$ cat src/rtl/alu_core.sv
// Registered, clock-enabled ALU with a 16-edge operand-wait FSM for
// two-operand commands that arrive with only one operand valid.
module alu_core #(
   parameter int DATA_WIDTH = 8,
   parameter int CMD_WIDTH  = 4
) (
   input  logic                  clk,
   input  logic                  rst,
   input  logic                  ce,
   input  logic                  mode,
   input  logic                  cin,
   input  logic [1:0]            inp_valid,
   input  logic [CMD_WIDTH-1:0]  cmd,
   input  logic [DATA_WIDTH-1:0] opa,
   input  logic [DATA_WIDTH-1:0] opb,
   output logic [DATA_WIDTH:0]   res,
   output logic                  oflow,
   output logic                  cout,
   output logic                  g,
   output logic                  l,
   output logic                  e,
   output logic                  err
);

   localparam int W  = DATA_WIDTH;
   localparam int LW = $clog2(DATA_WIDTH);

   typedef enum logic {IDLE, WAIT} state_t;

   state_t               state, state_nx;
   logic [3:0]           cnt, cnt_nx;
   logic [CMD_WIDTH-1:0] l_cmd;
   logic                 l_mode, l_cin;
   logic [1:0]           l_have;
   logic [W-1:0]         l_a, l_b;
   logic                 do_res, do_err, do_latch;

   // In WAIT the command fields and the already-valid operand come from the latch
   logic                 in_wait;
   logic                 x_mode, x_cin;
   logic [CMD_WIDTH-1:0] x_cmd;
   logic [W-1:0]         x_a, x_b;

   assign in_wait = (state == WAIT);
   assign x_mode  = in_wait ? l_mode : mode;
   assign x_cin   = in_wait ? l_cin  : cin;
   assign x_cmd   = in_wait ? l_cmd  : cmd;
   assign x_a     = (in_wait && l_have[0]) ? l_a : opa;
   assign x_b     = (in_wait && l_have[1]) ? l_b : opb;

   int unsigned   op;
   logic          illegal, need_a, need_b, rot_bad;
   logic [W:0]    ea, eb, one, c_res;
   logic [2*W-1:0] rot;
   logic          c_oflow, c_cout, c_g, c_l, c_e, c_err;

   always_comb begin
      op      = 32'(x_cmd);
      ea      = {1'b0, x_a};
      eb      = {1'b0, x_b};
      one     = {{W{1'b0}}, 1'b1};
      rot_bad = |(x_b >> LW);
      rot     = (op == 13) ? ({x_a, x_a} >> x_b[LW-1:0]) : ({x_a, x_a} << x_b[LW-1:0]);
      illegal = 1'b0;
      need_a  = 1'b1;
      need_b  = 1'b1;
      c_res   = '0;
      c_oflow = 1'b0;
      c_cout  = 1'b0;
      c_g     = 1'b0;
      c_l     = 1'b0;
      c_e     = 1'b0;
      c_err   = 1'b0;
      if (x_mode) begin
         case (op)
            0: begin c_res = ea + eb; c_cout = c_res[W]; end
            1: begin c_res = ea - eb; c_oflow = c_res[W]; end
            2: begin c_res = ea + eb + {{W{1'b0}}, x_cin}; c_cout = c_res[W]; end
            3: begin c_res = ea - eb - {{W{1'b0}}, x_cin}; c_oflow = c_res[W]; end
            4: begin c_res = ea + one; c_cout = c_res[W]; need_b = 1'b0; end
            5: begin c_res = ea - one; c_oflow = c_res[W]; need_b = 1'b0; end
            6: begin c_res = eb + one; c_cout = c_res[W]; need_a = 1'b0; end
            7: begin c_res = eb - one; c_oflow = c_res[W]; need_a = 1'b0; end
            8: begin c_g = (x_a > x_b); c_l = (x_a < x_b); c_e = (x_a == x_b); end
            default: illegal = 1'b1;
         endcase
      end else begin
         case (op)
            0:  c_res = {1'b0, x_a & x_b};
            1:  c_res = {1'b0, ~(x_a & x_b)};
            2:  c_res = {1'b0, x_a | x_b};
            3:  c_res = {1'b0, ~(x_a | x_b)};
            4:  c_res = {1'b0, x_a ^ x_b};
            5:  c_res = {1'b0, ~(x_a ^ x_b)};
            6:  begin c_res = {1'b0, ~x_a};     need_b = 1'b0; end
            7:  begin c_res = {1'b0, ~x_b};     need_a = 1'b0; end
            8:  begin c_res = {1'b0, x_a >> 1}; need_b = 1'b0; end
            9:  begin c_res = {1'b0, x_a << 1}; need_b = 1'b0; end
            10: begin c_res = {1'b0, x_b >> 1}; need_a = 1'b0; end
            11: begin c_res = {1'b0, x_b << 1}; need_a = 1'b0; end
            12: c_res = {1'b0, rot[2*W-1:W]};
            13: c_res = {1'b0, rot[W-1:0]};
            default: illegal = 1'b1;
         endcase
         if ((op == 12 || op == 13) && rot_bad) c_err = 1'b1;
      end
      if (illegal || c_err) begin
         c_res   = '0;
         c_oflow = 1'b0;
         c_cout  = 1'b0;
         c_g     = 1'b0;
         c_l     = 1'b0;
         c_e     = 1'b0;
         c_err   = 1'b1;
      end
   end

   always_comb begin
      state_nx = state;
      cnt_nx   = cnt;
      do_res   = 1'b0;
      do_err   = 1'b0;
      do_latch = 1'b0;
      if (ce) begin
         case (state)
            IDLE: begin
               if (illegal) begin
                  do_err = 1'b1;
               end else if ((!need_a || inp_valid[0]) && (!need_b || inp_valid[1])) begin
                  do_res = 1'b1;
               end else if (need_a && need_b && inp_valid != 2'b00) begin
                  do_latch = 1'b1;
                  cnt_nx   = '0;
                  state_nx = WAIT;
               end else begin
                  do_err = 1'b1;
               end
            end
            WAIT: begin
               // A late operand on the final edge takes priority over the timeout
               if (|(inp_valid & ~l_have)) begin
                  do_res   = 1'b1;
                  state_nx = IDLE;
               end else if (cnt >= 4'd15) begin
                  do_err   = 1'b1;
                  state_nx = IDLE;
               end else begin
                  cnt_nx = cnt + 4'd1;
               end
            end
            default: state_nx = IDLE;
         endcase
      end
   end

   always_ff @(posedge clk or posedge rst) begin
      if (rst) begin
         state  <= IDLE;
         cnt    <= '0;
         l_cmd  <= '0;
         l_mode <= 1'b0;
         l_cin  <= 1'b0;
         l_have <= '0;
         l_a    <= '0;
         l_b    <= '0;
         res    <= '0;
         oflow  <= 1'b0;
         cout   <= 1'b0;
         g      <= 1'b0;
         l      <= 1'b0;
         e      <= 1'b0;
         err    <= 1'b0;
      end else begin
         state <= state_nx;
         cnt   <= cnt_nx;
         if (do_latch) begin
            l_cmd  <= cmd;
            l_mode <= mode;
            l_cin  <= cin;
            l_have <= inp_valid;
            l_a    <= opa;
            l_b    <= opb;
         end
         if (do_res) begin
            res   <= c_res;
            oflow <= c_oflow;
            cout  <= c_cout;
            g     <= c_g;
            l     <= c_l;
            e     <= c_e;
            err   <= c_err;
         end else if (do_err) begin
            res   <= '0;
            oflow <= 1'b0;
            cout  <= 1'b0;
            g     <= 1'b0;
            l     <= 1'b0;
            e     <= 1'b0;
            err   <= 1'b1;
         end
      end
   end

endmodule

$ cat config.mk
export PLATFORM = sky130hd
export DESIGN_NAME = alu_core
export DESIGN_NICKNAME = d
export VERILOG_FILES = /design/src/rtl/alu_core.sv
export SDC_FILE = /design/constraint.sdc
export NUM_CORES = 1
export LEC_CHECK = 0
export CORE_MARGIN = 2
export CORE_UTILIZATION = 45
export CTS_BUF_LIST = sky130_fd_sc_hd__clkbuf_16
export CTS_CLUSTER_DIAMETER = 100
export DETAILED_ROUTE_END_ITERATION = 10
export GPL_TIMING_DRIVEN = 1
export PLACE_DENSITY = 0.71
export SLEW_MARGIN = 20
export SYNTH_ARGS = -nofsm -noshare
export SYNTH_HDL_FRONTEND = slang
export SYNTH_SLANG_ARGS = --single-unit
$ cat constraint.sdc
create_clock -name clk -period 5.1 [get_ports clk]
set_clock_uncertainty 0.05 [all_clocks]
set_input_delay 0.51 -clock clk [delete_from_list [all_inputs] [get_ports clk]]
set_output_delay 0.51 -clock clk [all_outputs]
set_load 0.02 [all_outputs]
---- Yosys cells after proc, flatten, opt, wreduce, memory -nomap -nowiden ----
Index checks and enable logic that the tools add are counted.
word-level totals
  register bits ........................... 44
  input bits .............................. 27
  output and inout bits ................... 15
  word-level logic and storage cells ...... 156
cells by class
  add/subtract/negate cells ............... 9
  magnitude comparators ................... 3
  equality and inequality tests ........... 19
  shift operators ......................... 2
  muxes and demuxes ....................... 73
  bitwise operators ....................... 11
  reduce and logical (&&, ||, !) cells .... 24
operator list
  operator               count
  $pmux W8 S14           1
  $pmux W9 S8            1
  $mux W1                52
  $not A8 Y8             5
  $mux W9                4
  $eq A4 B4 Y1 const B   6
  $mux W4                6
  $add A8 B1 Y9 const B  2
  $sub A8 B1 Y9 const B  2
  $eq A4 B3 Y1 const B   4
  $mux W16               1
  $mux W8                2
  $shl A16 B3 Y16        1
  $shr A16 B3 Y16        1
  $reduce_or A14 Y1      1
  $ne A2 B2 Y1 const B   5
  $add A8 B8 Y9          1
  $add A9 B1 Y9          1
  $reduce_or A9 Y1       1
  $sub A8 B8 Y9          1
  $sub A9 B1 Y9          1
  $and A8 B8 Y8          1
  $eq A4 B2 Y1 const B   2
  $eq A8 B8 Y1           1
  other kinds (22)       38

---- Longest topological paths before layout ----
Gate-level depths: netlist of run 1.
  word-level depth ........................ 14
  depth in mapped cells ................... 18
  depth with buffers taken out ............ 14

---- Worst setup path after synthesis of run 1 ----
No wires, ideal clock.
  path kind ............................... reg2reg
  start point ............................. reg state (netlist: in_wait)
  end point ............................... reg res[7]
  arrival ................................. 4,336 ps
  setup slack ............................. 588 ps
  stages on the path, launching flop included .. 19
  buffers on the path ..................... 4
  cells stage by stage .................... dfrtp_1 > buf_6 > buf_6 > nand2_2 > mux2i_2 > buf_2 > buf_1 > inv_1 > ha_1 > ha_1 > nor2_1 > nand3_1 > a311o_1 > o31ai_2 > xnor2_1 > or4_1 > mux2i_1 > o211ai_1 > a221o_1
between the ends
  longest elaborated chain between the ends .. 13
ends and longest elaborated chain
  item                                                                    line  RTL
  from (decl)                                                             30    state_t state, state_nx;
  from (signal assigned)                                                  174   state <= state_nx;
  parallel branches: the longest is 13 deep, another holds $sub A8 B8 Y9  n/a
  to (signal assigned)                                                    185   res <= c_res;
  to (decl)                                                               16    output logic [DATA_WIDTH:0] res,
Parallel ways; which one is timed is not known.
A chain may end at the register's enable or synchronous reset.

---- Worst setup path after layout of run 1 ----
  start point ............................. reg l_have[1]
  end point ............................... reg res[7]
between the ends
  longest elaborated chain between the ends .. 9
ends and longest elaborated chain
  item                                                                   line  RTL
  from (decl)                                                            34    logic [1:0] l_have;
  from (signal assigned)                                                 180   l_have <= inp_valid;
  parallel branches: the longest is 9 deep, another holds $sub A8 B8 Y9  n/a
Parallel ways; which one is timed is not known.

==> out/qor.yml, run 1 <==
clocking:
  ctsHoldBuffers: 0
  htree_levels: 2
  cts_setup_buffers: 0
  cts-root-buf: "clkbuf_16"
  cts_sinks: 44
  clock_path_buffers: 2
  tritoncts: "yes"
  cts_resized: 0
  numCtsBuffers: 5
  clk_latency_ps: 310
  path_clk_slew_ps: 80
grt:
  antenna_found_initial: 0
  grt_first_pass_wirelength_mm: 37.63
  grt-ovfl-total: 0
  first_global_vias: 6277
  grt_max_degree: 45
  grt_usage: 0.3568
pwr:
  total_power_w: 0.003760
  p_clk_frac: 0.094
  cellPowerDensity_nw_per_um2: 572.7
  p_sw_frac: 0.5518
  power_frac_seq: 0.173
  pwr-share-comb: 0.733
  switchingPower_w: 0.002075
  internal-power_w: 0.001685
  power.leakage_nw: 2.660
  peakVddDrop_uv: 309.5
place:
  dp_cells: 942
  dp.final_hpwl_mm: 19.36
  io_buffers: 41
  place_congestion: 1.040
worst_hold_path:
  hold_path.class: "reg -> reg"
drt:
  routed_wl_mm: 25.23
  drt-initial-drc-count: 807
  vias_per_cell: 7.016
  wl_per_cell_microns: 26.55
  first_pass_iters: 6
  drc: 0
  ant_nets: 0
  vias: 6665
die:
  rows: 41
  start_util: 0.4628
  core-area_sq_um: 12670
  die_area_sq_um: 13960
  ios: 42
  die_h_microns: 118.2
  die_w_microns: 118.2
layout:
  nets: 829
  final_cells: 950
  utilization: 0.5181
  area_growth_syn_to_layout_pct: 11.95
  num_antenna_cells: 0
  drive_gt1_frac: 0.1093
timing:
  worst_slew_margin_rel: 0.1633
  setup_tns_ps: 0
  hold_violations: 0
  setup_viol: 0
  period_share: 0.8649
  rsz0062_at_grt: "no"
  slew_violations: 0
  period_needed_ps: 4411
  fmax_ghz: 0.2267
  worst_pin_slew_ps: 1242
synthesis:
  synth_most_common_cell: "nand2_1"
  syn_area_per_cell_sq_um: 7.767
  yosysSeqAreaShare: 0.1878
  synthArstFlopShare: 1.000
  synth_flop_cell: "dfrtp_1"
  ys_seq_elements: 44
  yosys-top-cells-area: "dfrtp_1, ha_1, mux2_2, xnor2_1, a21oi_1"
  synth_edf_count: 0
  netlist_area_sq_um: 5864
  yosysTopAreaCellShare: 0.1878
  yosysWarningCount: 0
  syn_nets: 807
  synth_commonest_cells: "nand2_1, nor2_1, a21oi_1, dfrtp_1, o21ai_0"
  synth_cells: 755
  yosysTopAreaCell: "dfrtp_1"
  yosysUniqueCellTypes: 86
setup_path:
  required_ps: 5250
  worstSetupEndpointType: "flip-flop"
  cp_slowest_cell: "dfrtp_1"
  path_class: "reg -> reg"
  regToRegSetupSlack_ps: 690
  critPathLaunchType: "flip-flop"
  cp_max_fo: 15
  worstPathArrival_ps: 4560
  slowest_delay_ps: 670
  worstPathCellList: "nand2_2 -> mux2i_2 -> inv_1 -> ha_1 -> ha_1 -> nor2_1 -> nand3_1 -> a311o_1 -> xor2_1 -> nand3_1 -> or4_1 -> mux2i_1 -> o211ai_1 -> a221o_1"
status:
  status: "finished, final reports clean"
run:
  drv_cap: 0
-- routing by layer --
| layer | track usage | part of all wire | vias up |
|---|---|---|---|
| met5 | 0 | 0 | - |
| met3 | 0.08349 | 0.11 | 119 |
| li1 | - | - | 2912 |
| met2 | 0.5408 | 0.43 | 463 |
| met4 | 0.2372 | 0.079 | 0 |
| met1 | 0.4505 | 0.39 | 3171 |
-- metrics by stage --
| stage | cell area (sq um) | setup WS [ps] | hold WS, ps |
|---|---|---|---|
| final | 6565 | 689.2 | 423.1 |
| after global routing | 6565 | 453.5 | 460.2 |
| after CTS | 6563 | 760.4 | 431.2 |
| after detailed placement | 6411 | 666.5 | 416.0 |
| after global placement | 6411 | 732.2 | 415.7 |
| after floorplan | 5864 | 587.8 | 405.7 |
-- flip-flops by register name (all words and copies together) (netlist names) --
register / cells
res: 9
l_a: 8
l_b: 8
cnt: 4
l_cmd: 4
l_have: 2
cout: 1
e: 1
err: 1
g: 1
in_wait: 1
l: 1
l_cin: 1
l_mode: 1
oflow: 1
-- area by class of cell --
| type | instances | area [sq um] |
|---|---|---|
| fillers | 1258 | 6106 |
| inverters | 33 | 125.1 |
| multi-input cells | 629 | 4388 |
| well taps | 172 | 215.2 |
| clock inverters | 3 | 26.28 |
| repair buffers | 64 | 583.1 |
| flip-flops and latches | 44 | 1102 |
| clock buffers | 5 | 125.1 |
-- final timing paths --
check,startpoint,to,cells past startpoint
worst max-delay path,l_have[1],res[7],14
worst min-delay path,g,g,2
worst max register to register,l_have[1],res[7],14
worst min register to register,g,g,2
max in group asynchronous,rst,in_wait,2
min in group asynchronous,rst,oflow,2
-- power by group through the flow --
stage	clock network [W]	registers, W	logic, W
after detailed placement	0	0.000657	0.00264
after global routing	0.000368	0.000671	0.00290
after CTS	0.000359	0.000650	0.00265
after global placement	0	0.000640	0.00264
final	0.000353	0.000651	0.00276
after floorplan	0	0.000618	0.00187
-- kinds of logic (layout without fill, tap and decap cells) --
| family | after synthesis | count (layout) | synth area share |
|---|---|---|---|
| AOI/OAI and AO/OA | 255 | 255 | 0.3066 |
| xor gates and xnor gates | 43 | 43 | 0.06891 |
| adders and majority gates | 25 | 25 | 0.05334 |
| buffers and inverters | 82 | 105 | 0.06422 |
| DFF | 44 | 44 | 0.1878 |
| muxes | 58 | 58 | 0.1073 |
| and+or+nand+nor | 248 | 248 | 0.2119 |
-- critical path: cells and delay by family (launching register included) --
family / cells / cell delay, ps
fa+ha+maj: 2 / 510
simple gates: 5 / 1280
xor+xnor: 1 / 300
mux: 2 / 490
compound gates: 3 / 850
flops: 1 / 670
buf+inv: 1 / 130
-- placed cells by master, fill, tap and decap left out, types with 11 or more instances in the layout --
master and instances:
nor2_1 65, mux2i_1 25, a22oi_1 11, o22ai_1 17
inv_1 30, ha_1 25, a211oi_1 22, xnor2_1 34
a21oi_1 54, nor3_1 17, dfrtp_1 43, buf_4 23
mux2_2 27, o211ai_1 12, nand2_1 71, o21ai_0 36
nand3_1 23, clkdlybuf4s50_1 41
Power figures use the tool's default switching activity.
==> run 2, diff against run 1 <==
CORE_MARGIN = 4   (was 2)
==> run 2 against run 1 <==
Sequential share of layout area is essentially flat; cell area shrank 0.27%; non-clock buffer count down 6; combinational power down 2%; hold slack improved by 12 ps; die area rose by 6.9%; register-to-register slack worse by 50 ps; fmax shrank 1.2%; clock-buffer cell count unchanged; highest routed layer unchanged.
==> out/qor.yml, run 2 (same netlist as run 1, synthesis figures left out) <==
timing:
  rsz0062_at_grt: "no"
  slew_violations: 0  # unchanged
  hold_violations: 0  # unchanged
  worst_slew_margin_rel: 0.2272  # +0.06384
  period_needed_ps: 4465  # +54.12 ps
  setup_ws_ps: 635.0  # -54.12 ps
  worst_pin_slew_ps: 1147  # -94.76 ps
  setup_viol: 0  # unchanged
  period_share: 0.8755  # +0.01061
  setup_tns_ps: 0  # unchanged
  fmax_ghz: 0.2240  # -1.2%
die:
  ios: 42  # unchanged
  die_h_microns: 122.2  # +3.4%
  die_area_sq_um: 14920  # +6.9%
  rows: 41  # unchanged
  start_util: 0.4628  # unchanged
  core-area_sq_um: 12670  # unchanged
  die_w_microns: 122.2  # +3.4%
drt:
  vias: 6478  # -2.8%
  vias_per_cell: 6.862  # -2.2%
  first_pass_iters: 6  # unchanged
  drc: 0  # unchanged
  ant_nets: 0  # unchanged
  drt-initial-drc-count: 983  # +22%
  routed_wl_mm: 23.93  # -5.1%
  wl_per_cell_microns: 25.35  # -4.5%
setup_path:
  path_class: "reg -> reg"
  rr_worst_depth: 14  # unchanged
  cp_slowest_cell: "dfrtp_1"
  critPathLaunchType: "flip-flop"
  cp_max_fo: 14  # -1
  worstSetupEndpointType: "flip-flop"
  slowest_delay_ps: 630  # -40 ps
  worstPathArrival_ps: 4610  # +50 ps
  worstPathCellList: "nand2_2 -> mux2_2 -> ha_1 -> inv_1 -> ha_1 -> nor2_1 -> nand3_1 -> a311o_1 -> xor2_1 -> nand3_1 -> or4_1 -> mux2i_1 -> o211ai_1 -> a221o_1"
  required_ps: 5250  # about the same
place:
  pre_cts_ws_ps: 667.9  # +1.444 ps
  io_buffers: 41  # unchanged
  dp.final_hpwl_mm: 18.24  # -5.8%
  placed_cell_area_sq_um: 6366  # -0.70%
  place_congestion: 1.064  # +2.3%
clocking:
  cts-root-buf: "clkbuf_16"
  clk_latency_ps: 310  # about the same
  cts_setup_buffers: 0  # unchanged
  htree_levels: 2  # unchanged
  tritoncts: "yes"
  path_clk_slew_ps: 70  # about the same
  cts_resized: 0  # unchanged
  cts_sinks: 44  # unchanged
  ctsHoldBuffers: 0  # unchanged
  numCtsBuffers: 5  # unchanged
  clock_path_buffers: 2  # unchanged
grt:
  grt-ovfl-total: 0  # unchanged
  grt_first_pass_wirelength_mm: 35.94  # -4.5%
  antenna_found_initial: 0  # unchanged
  grt_max_degree: 45  # unchanged
  first_global_vias: 6127  # -2.4%
  grt_usage: 0.3202  # -0.03661
run:
  drv_cap: 0  # unchanged
pwr:
  peakVddDrop_uv: 337.8  # +9.2%
  power.leakage_nw: 2.640  # -0.75%
  total_power_w: 0.003744  # -0.41%
  cellPowerDensity_nw_per_um2: 571.9  # -0.14%
layout:
  mostFrequentLayoutCell: "nand2_1"
  drive_gt1_frac: 0.1036  # -0.005628
  layout_common_cells: "nand2_1, nor2_1, a21oi_1, dfrtp_1, clkdlybuf4s50_1"
  nets: 823  # -0.72%
  area_growth_syn_to_layout_pct: 11.65
  num_antenna_cells: 0  # unchanged
  largest_reg_flops: 9  # unchanged
  top_regs: "res: 9 flops, l_a: 8 flops, l_b: 8 flops"
  regMostFlops: "res"
  final_cell_area_sq_um: 6548  # -0.27%
status:
  status: "finished, final reports clean"
worst_hold_path:
  hold_path.class: "reg -> reg"
  hold_depth: 2  # unchanged
[run 2: worst max-delay path, delay by kind of cell, from the launching register on]
| family | cells | cell delay, ps |
|---|---|---|
| DFF | 1 | 630 |
| buffers and inverters | 1 | 60 |
| and+or+nand+nor | 5 | 1260 |
| xor gates and xnor gates | 1 | 320 |
| adders and majority gates | 2 | 540 |
| muxes | 2 | 590 |
| AOI/OAI and AO/OA | 3 | 880 |
[run 2: power breakdown]
| group | leakage [nW] | switching (W) | internal [W] |
|---|---|---|---|
| combinational | 2.01 | 0.00172 | 0.000991 |
| sequential | 0.554 | 0.000150 | 0.000492 |
| clock | 0.0804 | 0.000161 | 0.000233 |
| total | 2.64 | 0.00203 | 0.00172 |
[run 2: final timing paths]
check | start | endpoint | slack (ps)
worst max-delay path | l_have[0] | res[7] | 640
worst min-delay path | res[8] | res[8] | 430
worst max register to register | l_have[0] | res[7] | 640
worst min register to register | res[8] | res[8] | 430
max in group asynchronous | rst | in_wait | 3870
min in group asynchronous | rst | res[7] | 600
[run 2: final cells by class]
cell class              count  area (sq um)
inverters                  33         125.1
repair buffers             58         538.0
multi-input cells         629          4395
fillers                  1253          6123
clock inverters             3         46.29
flip-flops and latches     44          1102
clock buffers               5         125.1
well taps                 172         215.2
[run 2: per-layer routing]
metal,part of all wire,GRT usage,vias up,routed length [microns]
met3,0.10,0.09146,99,2475
met5,0,0,-,0
li1,-,-,2882,-
met1,0.39,0.4079,3101,9400
met2,0.44,0.4810,396,10490
met4,0.065,0.1896,0,1563
[run 2: metrics by stage]
step / instances / utilization / hold slack (ps)
2_1_floorplan: 755 / - / 405.7
3_3_place_gp: 936 / 0.5024 / 413.4
3_5_place_dp: 936 / 0.5024 / 421.2
4_1_cts: 944 / 0.5159 / 437.2
5_1_grt: 944 / 0.5167 / 443.0
6_report: 944 / 0.5167 / 435.0
